File: src/rtl/top.sv
// Board top: 4-bit adder/subtractor shown on a 4-digit common-anode display.
// Right to left the digits show A, B, (A+B) mod 16 and (A-B) mod 16.
module top #(
   parameter int DIVIDE_BY = 100000
) (
   input  logic       clk,
   input  logic       btnC,
   input  logic [7:0] sw,
   output logic [3:0] an,
   output logic [6:0] seg
);

   localparam int unsigned TERM  = 2 * DIVIDE_BY - 1;
   localparam int          CNT_W = (TERM < 2) ? 1 : $clog2(TERM + 1);
   localparam logic [CNT_W-1:0] TERM_CNT = CNT_W'(TERM);

   logic [CNT_W-1:0] refreshCount;
   logic [1:0]       digitIdx;
   logic [3:0]       opA;
   logic [3:0]       opB;
   logic [3:0]       sumVal;
   logic [3:0]       diffVal;
   logic [3:0]       digitVal;

   // The digit steps on the same edge that the refresh counter wraps.
   always_ff @(posedge clk or negedge btnC) begin
      if (!btnC) begin
         refreshCount <= '0;
         digitIdx     <= 2'd0;
      end else if (refreshCount == TERM_CNT) begin
         refreshCount <= '0;
         digitIdx     <= digitIdx + 2'd1;
      end else begin
         refreshCount <= refreshCount + CNT_W'(1);
      end
   end

   assign opA     = sw[3:0];
   assign opB     = sw[7:4];
   assign sumVal  = opA + opB;
   assign diffVal = opA - opB;

   always_comb begin
      digitVal = opA;
      case (digitIdx)
         2'd0: digitVal = opA;
         2'd1: digitVal = opB;
         2'd2: digitVal = sumVal;
         2'd3: digitVal = diffVal;
         default: digitVal = opA;
      endcase
   end

   genvar gi;
   generate
      for (gi = 0; gi < 4; gi++) begin : gAnode
         assign an[gi] = ~(digitIdx == 2'(gi));
      end
   endgenerate

   // Active-low {G,F,E,D,C,B,A}; anything unrecognised shows "U".
   function automatic logic [6:0] hexToSeg(input logic [3:0] v);
      case (v)
         4'h0: return 7'b1000000;
         4'h1: return 7'b1111001;
         4'h2: return 7'b0100100;
         4'h3: return 7'b0110000;
         4'h4: return 7'b0011001;
         4'h5: return 7'b0010010;
         4'h6: return 7'b0000010;
         4'h7: return 7'b1111000;
         4'h8: return 7'b0000000;
         4'h9: return 7'b0010000;
         4'hA: return 7'b0001000;
         4'hB: return 7'b0000011;
         4'hC: return 7'b1000110;
         4'hD: return 7'b0100001;
         4'hE: return 7'b0000110;
         4'hF: return 7'b0001110;
         default: return 7'b1000001;
      endcase
   endfunction

   assign seg = hexToSeg(digitVal);

endmodule

File: config.mk
export PLATFORM = sky130hd
export DESIGN_NAME = top
export DESIGN_NICKNAME = d
export VERILOG_FILES = /design/src/rtl/top.sv
export SDC_FILE = /design/constraint.sdc
export NUM_CORES = 1
export LEC_CHECK = 0
export BUFFER_PORTS_ARGS = -buffer_cell sky130_fd_sc_hd__buf_2
export CORE_ASPECT_RATIO = 1.4
export CORE_MARGIN = 8
export CORE_UTILIZATION = 40
export CTS_CLUSTER_DIAMETER = 30
export DETAILED_ROUTE_END_ITERATION = 7
export GPL_TIMING_DRIVEN = 1
export PLACE_DENSITY = 0.6
export SLEW_MARGIN = 20
export SYNTH_ARGS = -nofsm -noshare
export SYNTH_HDL_FRONTEND = slang
export SYNTH_SLANG_ARGS = --single-unit
File: constraint.sdc
create_clock -name clk -period 2.63 [get_ports clk]
set_input_delay 0.1315 -clock clk [delete_from_list [all_inputs] [get_ports clk]]
set_output_delay 0.1315 -clock clk [all_outputs]
set_load 0.1 [all_outputs]
==> metrics.md, run 1 <==
| Metric | Value |
|---|---|
| Final Max Tran Viols | `0` |
| RSZ-0062 raised after global routing | `true` |
| Total track usage | `0.125` |
| Crit Path Class | `register to output pin` |
| Gr busiest metal | `met2` |
| Post-synth top area cell | `dfrtp_1` |
| Max transition margin | `0.612` |
| Worst VDD drop | `between 0.0003 and 0.0004 V` |
| Reg power frac | `0.390` |
| Outcome | `finished with violations` |
| Setup violators final | `7` |
| Combinational power share | `0.323` |
| Worst clock skew | `approximately 5.1 ps` |
| HP Class | `input pin to async pin` |
| GRT overflow | `0` |
| H-tree depth | `1` |
| Most frequent cells in the layout | `dfrtp_1 (20), buf_4 (19), nand2_1 (14)` |
| CTS tree | `built` |
| Worst EP arrival | `~3000 ps` |
| Simple-gate share of the synthesized area | `0.198` |
| Cells after synthesis | `between 150 and 200` |
| Post-synth EDFFs | `0` |
| Clock network power share | `0.287` |
| Count of cell types in the netlist | `34` |
| Hold slack | `344 ps` |
| Internal cell power | `around 550 uW` |
| Fill count | `310` |
| Sw Ratio | `0.305` |
| Largest net degree at the start of global routing | `21` |
| # DRC | `0` |
| Tightest Pin Transition | `577 ps` |
| Met1 Resource Use GR | `0.133` |
| Top cells by area, synth | `dfrtp_1 (34%), ha_1 (13%), xor2_1 (6.6%)` |
| CTS clk-pin slew, worst paths | `about 70 ps` |
| Placer's final routability congestion estimate | `0.816` |
| P&R area growth vs syn | `42.8%` |
| Die H | `slightly below 90 um` |
| Detail Route Antenna Nets | `0` |
| Non-filler instance count after layout | `about 250` |
| Adder-cell share of the synthesized area | `0.142` |
| Switching power | `around 240 uW` |
| Tmin final | `around 3200 ps` |
| Initial antenna violation count | `0` |
| # IOs | `21` |
| Leak | `around 0.00096 uW` |
| Commonest non-fill, non-tap cell in the layout | `dfrtp_1` |
| Routed via count | `1277` |
| Vias per cell | `between 5 and 6` |
| IO buf count | `20` |
| Syn Area/Cell | `just over 9 sq um` |
| Placed Instances | `approximately 240` |
| Clk root buf | `clkbuf_8` |
| Starting DRC count in detailed routing | `68` |
| Syn_nets | `between 150 and 200` |
| Endpoints failing hold | `0` |
| Synth Register Bits | `20` |
| Met3 Usage GRT | `0.0141` |
| Met2 usage | `0.236` |
| Final net count | `230` |
| Vias in the first global route | `between 1000 and 1500` |
| First-pass GRT wire length | `between 5 and 6 mm` |
| Total CTS buffers | `3` |
| CP Max Fanout | `13` |
| Data required time of the worst path | `roughly 2500 ps` |
| Worst-case clock buffer depth | `2` |
| Max Fclk | `around 320 MHz` |
| Post-synthesis sequential area ratio | `0.341` |
| Final core utilization | `0.586` |
| PwrDens | `around 380 nW/um^2` |
| Worst skew pair latency | `roughly 250 ps` |
| Failing checks | `setup timing` |
| Post-synth top area share | `0.341` |
| Period utilization | `1.20` |
| Layout cells sized above 1 | `0.355` |
| Die width | `roughly 67 um` |
| Main synth FF type | `dfrtp_1` |
| TNS Setup | `-3520 ps` |
| Setup crit end kind | `output pin` |
| Clock sinks | `20` |
| DIE AREA | `5890 sq um` |
| HPWL after DPL | `2.63 mm` |
| Synth Area in Compound Gates | `0.0835` |
| Max_cap viols | `0` |
| Startpoint Class | `register` |
| Async set or reset register ratio after synthesis | `1.00` |
| Drt wl/cell | `13.7 um` |
| Cell Area, Synth | `roughly 1500 sq um` |
| Drt total wl | `about 3.4 mm` |
| DR pass1 iterations | `4` |
| Largest family of logic cells by synthesized area | `simple AND/OR/NAND/NOR gates` |
| Core area | `~3600 sq um` |
| Ant diodes | `0` |
| Starting density of the core | `0.410` |
| Mux cell area share after synthesis | `0.0631` |
| Ys Warns | `0` |
| Post-Synth XOR/XNOR Area | `0.119` |
| Final worst slack | `-526 ps` |
| Row cnt | `26` |
[worst paths after layout]
path | from | depth (start not counted) | endpoint | slack, ps
min reg2reg | refreshCount[4] | 1 | refreshCount[4] | 470
min | btnC | 2 | refreshCount[15] | 340
min in group clk | refreshCount[4] | 1 | refreshCount[4] | 470
max in group asynchronous | btnC | 2 | digitIdx[1] | 1980
max | digitIdx[1] | 11 | seg[5] | -530
max reg2reg | refreshCount[7] | 5 | digitIdx[1] | 730
[synth_stat cells (all sizes together) (2+ instances only)]
| master | instances |
|---|---|
| dfrtp | 20 |
| ha | 15 |
| inv | 15 |
| nand2 | 15 |
| nor2 | 14 |
| nand3 | 11 |
| xor2 | 11 |
| xnor2 | 9 |
| mux2i | 7 |
| and3 | 4 |
| nand4 | 4 |
| o21ai | 4 |
| nor2b | 3 |
| o22ai | 3 |
| a21oi | 2 |
| and4 | 2 |
| buf | 2 |
| mux2 | 2 |
| nor3 | 2 |
| o211ai | 2 |
[worst max-delay path, cell delays in order (launching register included)]
cell and delay, ps:
dfrtp_1 390, ha_2 200, mux2_4 310, inv_2 70
ha_4 180, nor2b_4 120, o21a_1 190, o2111ai_1 170
or3b_4 430, buf_12 170, o211ai_1 280, clkbuf_16 260
[cell families after synthesis]
| logic type | count (synthesis) |
|---|---|
| compound gates | 18 |
| xor+xnor | 20 |
| fa+ha+maj | 16 |
| buf+inv | 18 |
| flops | 20 |
| mux | 9 |
| simple gates | 59 |
[power by group through the flow]
stage	Sequential [uW]	Combinational (uW)	Clock, uW
2_1_floorplan	313	144	0
3_3_place_gp	313	225	0
3_5_place_dp	313	228	0
4_1_cts	307	244	234
5_1_grt	307	272	246
6_report	307	255	226
[repair_timing]
item | 4_1_cts | 5_1_grt
buffers inserted | 1 | 0
hold buffers | 1 | 0
gates cloned | 0 | 0
setup endpoints to repair | 7 | 7
hold endpoints to repair | 20 | 0
pin swaps | 4 | 3
resized for setup | 17 | 11
[cell type report]
type                    count  area, sq um  share of cell area
multi-input cells         122         1030               0.493
well taps                  42         52.6              0.0251
clock buffers               4         55.1              0.0263
inverters                  15         60.1              0.0287
repair buffers             42          394               0.188
flip-flops and latches     20          500               0.239
[metal layers]
layer / part of all wire / routed length (um) / vias to the layer above
met5: 0 / 0 / -
met4: 0.024 / 79 / 0
met3: 0.037 / 124 / 7
met2: 0.56 / 1890 / 19
met1: 0.38 / 1270 / 618
li1: - / - / 633
[per-stage QoR]
stage	worst slack [ps]	total power (uW)	cell area [sq um]
CTS	-512	785	2040
global route	-651	825	2100
finish	-526	788	2100
global placement	-317	539	1910
detailed placement	-355	542	1910
floorplan	-1190	457	1550
[registers in the layout, indices dropped and copies added (netlist names)]
register      count
refreshCount     18
digitIdx          2
Note: power is estimated with default switching activity, not from simulation.
==> inputs of run 2 (changes only) <==
- BUFFER_PORTS_ARGS: -buffer_cell sky130_fd_sc_hd__buf_2 -> -buffer_cell sky130_fd_sc_hd__buf_4
- SLEW_MARGIN: 20 -> 25
==> run 2 against run 1 <==
Against the previous run:
- the run still ends with setup timing left
- flip-flop and latch count unchanged
- die area unchanged
- design area is 0.24% higher
- clock power down 2%
- power down 1.2%
- critical endpoint is now seg[0]
==> metrics.md, run 2 (synthesis results as in run 1) <==
| Metric | Value |
|---|---|
| Outcome | `finished with violations` |
| Largest register by flop count | `refreshCount` |
| Total CTS buffers | `3 (unchanged)` |
| # IOs | `21 (unchanged)` |
| H-tree depth | `1 (unchanged)` |
| Starting DRC count in detailed routing | `60 (-12%)` |
| Worst R2R Path Depth | `5 (unchanged)` |
| Internal cell power | `543 uW (-0.78%)` |
| Vias in the first global route | `1359 (+0.97%)` |
| Tightest Pin Transition | `562 ps (-14.7 ps)` |
| Final Max Tran Viols | `0 (unchanged)` |
| CTS tree | `built` |
| Largest net degree at the start of global routing | `21 (unchanged)` |
| PwrDens | `370 nW/um^2 (-1.5%)` |
| Cell Area, Placed | `1880 sq um (-1.7%)` |
| DIE AREA | `5890 sq um (unchanged)` |
| Largest regs | `refreshCount (18), digitIdx (2)` |
| Row cnt | `26 (unchanged)` |
| Layout cells sized above 1 | `0.348 (-0.00664)` |
| IO buf count | `20 (unchanged)` |
| HPWL after DPL | `2.68 mm (+2.0%)` |
| HP Class | `input pin to async pin` |
| P&R area growth vs syn | `43.1%` |
| Core area | `3580 sq um (unchanged)` |
| Starting density of the core | `0.410 (unchanged)` |
| Crit Path Class | `register to output pin` |
| Max reg flops | `18 (unchanged)` |
| Period utilization | `1.20 (-0.00348)` |
| Reg power frac | `0.395 (+0.005)` |
| Final net count | `231 (+0.43%)` |
| Leak | `0.000964 uW (+0.37%)` |
| # DRC | `0 (unchanged)` |
| Combinational power share | `0.321 (-0.002)` |
| Most frequent cells in the layout | `buf_4 (34), dfrtp_1 (20), nand2_1 (15)` |
| FF-to-FF End | `digitIdx[1]` |
| Worst skew pair latency | `250 ps (about the same)` |
| RSZ-0062 raised after global routing | `true` |
| Ant diodes | `0 (unchanged)` |
| Crit Reg-Reg Startpoint | `refreshCount[7]` |
| CP cell instances | `ha_2 > mux2_4 > inv_2 > ha_4 > nor2b_4 > o21a_1 > o2111ai_2 > or3b_4 > and3_4 > a311o_2 > buf_12` |
| Switching power | `235 uW (-2.3%)` |
| CP Max Fanout | `5 (-8)` |
| Drt total wl | `3.33 mm (-0.86%)` |
| Detail Route Antenna Nets | `0 (unchanged)` |
| Worst-case clock buffer depth | `2 (unchanged)` |
| Failing checks | `setup timing` |
| Data required time of the worst path | `2500 ps (about the same)` |
| Commonest non-fill, non-tap cell in the layout | `buf_4` |
| CP max-delay cell | `or3b_4` |
| Worst clock skew | `2.78 ps (-2.35 ps)` |
| Sw Ratio | `0.302 (-0.00332)` |
| Worst VDD drop | `0.000451 V (+46%)` |
| Clk root buf | `clkbuf_8` |
| Routed via count | `1277 (unchanged)` |
| Fill count | `329 (+6.1%)` |
| Die H | `87.7 um (unchanged)` |
| Initial antenna violation count | `0 (unchanged)` |
| DR pass1 iterations | `5 (+1)` |
| Endpoints failing hold | `0 (unchanged)` |
| Clock sinks | `20 (unchanged)` |
| Tot Pwr | `778 uW (-1.2%)` |
| Max transition margin | `0.622 (+0.00986)` |
| Max_cap viols | `0 (unchanged)` |
| GRT overflow | `0 (unchanged)` |
| Place WS | `-368 ps (-13.1 ps)` |
| Placer's final routability congestion estimate | `0.834 (+2.2%)` |
| Clock network power share | `0.284 (-0.003)` |
| Final worst slack | `-517 ps (+9.16 ps)` |
| Drt wl/cell | `13.5 um (-1.3%)` |
| R2R Setup Slk | `750 ps (+20 ps)` |
| Final core utilization | `0.587 (+0.00140)` |
| CTS clk-pin slew, worst paths | `70 ps (about the same)` |
| Vias per cell | `5.19 (-0.41%)` |
| First-pass GRT wire length | `5.77 mm (-1.8%)` |
| Die width | `67.2 um (unchanged)` |
| Worst path max stage delay | `430 ps (about the same)` |
| Max Fclk | `318 MHz (+0.29%)` |
| Final Cell Area | `2100 sq um (+0.24%)` |
| Setup crit end kind | `output pin` |
| Tmin final | `3150 ps (-9.16 ps)` |
| Setup violators final | `7 (unchanged)` |
| Total track usage | `0.121 (-0.00316)` |
| Startpoint Class | `register` |
| Worst EP arrival | `3020 ps (about the same)` |
[run 2: changes by cell type in the layout (fill, tap and decap cells not counted), moves of 2 or more]
| cell | change |
|---|---|
| mux2i_2 | -2 |
| buf_2 | -13 |
| mux2i_4 | +2 |
| buf_6 | +3 |
| buf_4 | +15 |
| buf_12 | -3 |
[run 2: layout make-up]
cell class,count,area [sq um],share of cell area
clock buffer,4,55.1,0.0262
inverter,15,60.1,0.0286
multi-input combinational,122,1040,0.496
sequential,20,500,0.238
tap,42,52.6,0.0250
timing repair buffer,43,390,0.186
[run 2: worst max-delay path by stage]
stage                            from     end  slack, ps  cells after the start
after floorplan           digitIdx[1]  seg[5]      -1190                     11
after global placement    digitIdx[1]  seg[0]       -300                     11
after detailed placement  digitIdx[1]  seg[4]       -370                     12
after CTS                 digitIdx[1]  seg[0]       -540                     11
after global routing      digitIdx[1]  seg[0]       -620                     11
final                     digitIdx[1]  seg[0]       -520                     11
[run 2: what timing repair did]
item                                    CTS  global route
hold buffers                              1             0
endpoints found under the setup margin    7             7
gates resized for setup                  22            12
hold endpoints to repair                 20             0
buffers inserted                          1             0
pin swaps                                 2             3
[run 2: metrics by stage]
stage / std cells / hold WS [ps] / setup TNS [ps]
global route: 246 / 312 / -4120
CTS: 246 / 294 / -3410
detailed placement: 240 / 21.7 / -2080
global placement: 240 / 18.5 / -1680
floorplan: 160 / -164 / -5160
finish: 246 / 297 / -3300
[run 2: worst max-delay path: cells and delay by family, from the launching register on]
kind                       cells  cell delay [ps]
AOI/OAI and AO/OA              3              740
adders and majority gates      2              390
buffers and inverters          2              240
DFF                            1              380
muxes                          1              310
and+or+nand+nor                3              700
[run 2: routing by layer]
metal	global-route usage	routed length (um)	vias up
met5	0	0	-
met4	0.0382	20	0
met3	0.0166	109	2
met2	0.237	1850	18
met1	0.125	1350	611
li1	-	-	646
[run 2: power groups by stage]
stage	Combinational, uW	Sequential (uW)	Clock, uW
floorplan	144	313	0
global placement	206	313	0
detailed placement	210	313	0
CTS	235	307	231
global route	265	307	241
finish	250	308	221
==> inputs of run 3 (changes only) <==
- PLACE_DENSITY: 0.6 -> not set
- PLACE_DENSITY_LB_ADDON: not set -> 0.12
==> run 3 against run 2 <==
Against the previous run:
- the flow still finishes with violations (setup timing)
- flip-flop and latch count did not move
- critical path type unchanged
- via count rose by 1.0%
- clock skew barely moved
- first-iteration DRC count fell by 12%
- count of clock-buffer cells in the layout fell by 1
- highest routed layer unchanged
- combinational power fell by 4%
- maximum frequency fell by 0.43%
- hold slack got worse by 13 ps
- die area did not move
- non-clock buffer count fell by 1
- largest cell class unchanged
- wire length fell by 1.1%
==> metrics.md, run 3 (synthesis results as in run 1) <==
| Metric | Value |
|---|---|
| # DRC | `0 (unchanged)` |
| Critical Path Start | `digitIdx[1]` |
| Setup violators final | `7 (unchanged)` |
| Detail Route Antenna Nets | `0 (unchanged)` |
| Worst clock skew | `3.03 ps (+0.251 ps)` |
| Total track usage | `0.117 (-0.00394)` |
| Initial antenna violation count | `0 (unchanged)` |
| HPWL after DPL | `2.63 mm (-1.9%)` |
| Sw Ratio | `0.313 (+0.0115)` |
| # IOs | `21 (unchanged)` |
| Max transition margin | `0.697 (+0.0747)` |
| Routed via count | `1290 (+1.0%)` |
| CP Max Fanout | `15 (+10)` |
| CTS clk-pin slew, worst paths | `70 ps (about the same)` |
| Worst skew pair latency | `250 ps (about the same)` |
| Drt total wl | `3.29 mm (-1.1%)` |
| Placer's final routability congestion estimate | `0.824 (-1.2%)` |
| RSZ-0062 raised after global routing | `true` |
| Layout cells sized above 1 | `0.327 (-0.0213)` |
| Setup crit end kind | `output pin` |
| Drt wl/cell | `13.5 um (-0.27%)` |
| TNS Setup | `-3370 ps (-72.3 ps)` |
| DIE AREA | `5890 sq um (unchanged)` |
| Most frequent cells in the layout | `buf_4 (33), dfrtp_1 (20), nand2_1 (15)` |
| Max Fclk | `316 MHz (-0.43%)` |
| Tmin final | `3160 ps (+13.5 ps)` |
| CP max-delay cell | `or3b_4` |
| Worst-case clock buffer depth | `2 (unchanged)` |
| Data required time of the worst path | `2500 ps (about the same)` |
| Final Max Tran Viols | `0 (unchanged)` |
| Startpoint Class | `register` |
| Largest net degree at the start of global routing | `21 (unchanged)` |
| Vias in the first global route | `1352 (-0.52%)` |
| Final core utilization | `0.574 (-0.0133)` |
| Combinational power share | `0.324 (+0.003)` |
| Die width | `67.2 um (unchanged)` |
| First-pass GRT wire length | `5.56 mm (-3.6%)` |
| Final net count | `230 (-0.43%)` |
| Commonest non-fill, non-tap cell in the layout | `buf_4` |
| Stages on the worst setup path | `12 (+1)` |
| Largest regs | `refreshCount (18), digitIdx (2)` |
| Vias per cell | `5.29 (+1.8%)` |
| Postcts setup bufs | `0 (-1)` |
| DR pass1 iterations | `4 (-1)` |
| Leak | `0.000949 uW (-1.6%)` |
| PwrDens | `359 nW/um^2 (-3.0%)` |
| H-tree depth | `1 (unchanged)` |
| Switching power | `231 uW (-1.6%)` |
| Total CTS buffers | `3 (unchanged)` |
| CTS tree | `built` |
| Outcome | `finished with violations` |
| Core area | `3580 sq um (unchanged)` |
| Place WS | `-325 ps (+43.1 ps)` |
| CP top delay family | `multiplexers` |
| IO buf count | `20 (unchanged)` |
| CP bufs+invs | `3 (+1)` |
| Endpoints failing hold | `0 (unchanged)` |
| Worst Setup EP | `seg[4]` |
| Max_cap viols | `0 (unchanged)` |
| Worst VDD drop | `0.000340 V (-25%)` |
| Final worst slack | `-531 ps (-13.5 ps)` |
| Row cnt | `26 (unchanged)` |
| Clk root buf | `clkbuf_8` |
| Crit Path Class | `register to output pin` |
| Period utilization | `1.20 (+0.00514)` |
| Starting DRC count in detailed routing | `53 (-12%)` |
| Ant diodes | `0 (unchanged)` |
| Die H | `87.7 um (unchanged)` |
| Internal cell power | `507 uW (-6.8%)` |
| Clock sinks | `20 (unchanged)` |
| FF-to-FF End | `digitIdx[1]` |
| Starting density of the core | `0.410 (unchanged)` |
| Crit Reg-Reg Startpoint | `refreshCount[7]` |
| Failing checks | `setup timing` |
| Largest register by flop count | `refreshCount` |
| P&R area growth vs syn | `39.9%` |
| Reg power frac | `0.417 (+0.022)` |
| CP cell instances | `ha_2 > mux2_4 > inv_2 > ha_4 > nor2b_4 > o21a_1 > o2111ai_1 > or3b_4 > buf_12 > mux2i_2 > o22ai_4 > buf_8` |
| HP Class | `input pin to async pin` |
| Worst path max stage delay | `420 ps (about the same)` |
| Max reg flops | `18 (unchanged)` |
| GRT overflow | `0 (unchanged)` |
| R2R Setup Slk | `870 ps (+120 ps)` |
| Worst R2R Path Depth | `5 (unchanged)` |
| Worst EP arrival | `3030 ps (about the same)` |
| Clock network power share | `0.259 (-0.025)` |
| Tightest Pin Transition | `451 ps (-111 ps)` |
## run 3: worst min path at each step
stage / start / end / slack (ps) / cells past startpoint
after floorplan: btnC / digitIdx[0] / -160 / 0
after global placement: btnC / refreshCount[14] / 20 / 1
after detailed placement: btnC / refreshCount[15] / 20 / 1
after CTS: btnC / refreshCount[14] / 290 / 2
after global routing: btnC / refreshCount[16] / 300 / 2
final: btnC / refreshCount[16] / 280 / 2
## run 3: power by group through the flow
stage / clock [uW] / sequential, uW / combinational [uW]
6_report: 191 / 308 / 239
5_1_grt: 209 / 307 / 253
4_1_cts: 198 / 307 / 231
3_5_place_dp: 0 / 313 / 207
3_3_place_gp: 0 / 313 / 206
2_1_floorplan: 0 / 313 / 144
## run 3: cell type report
type / count / area [sq um]
clock buffer: 3 / 41.3
timing repair buffer: 42 / 387
sequential: 20 / 500
multi-input combinational: 122 / 1010
fill: 336 / 1530
tap: 42 / 52.6
inverter: 15 / 60.1
## run 3: stage by stage
step / power, uW / cells / cell area, sq um / hold WS, ps
finish: 738 / 244 / 2050 / 284
global route: 769 / 244 / 2050 / 303
CTS: 736 / 244 / 2030 / 292
floorplan: 457 / 160 / 1550 / -164
detailed placement: 521 / 240 / 1890 / 24.6
global placement: 519 / 240 / 1890 / 18.0
## run 3: what timing repair did
item / in CTS / in global routing
cloned: 0 / 0
endpoints found under the hold margin: 20 / 0
pin swaps: 2 / 3
hold buffers: 1 / 0
resized for setup: 21 / 5
setup endpoints to repair: 7 / 7
## run 3: metal layers
layer / global-route usage / wire (um) / up-vias
met1: 0.112 / 1230 / 618
met5: 0 / 0 / -
met4: 0.0592 / 63 / 0
li1: - / - / 640
met2: 0.231 / 1870 / 25
met3: 0.0154 / 130 / 7
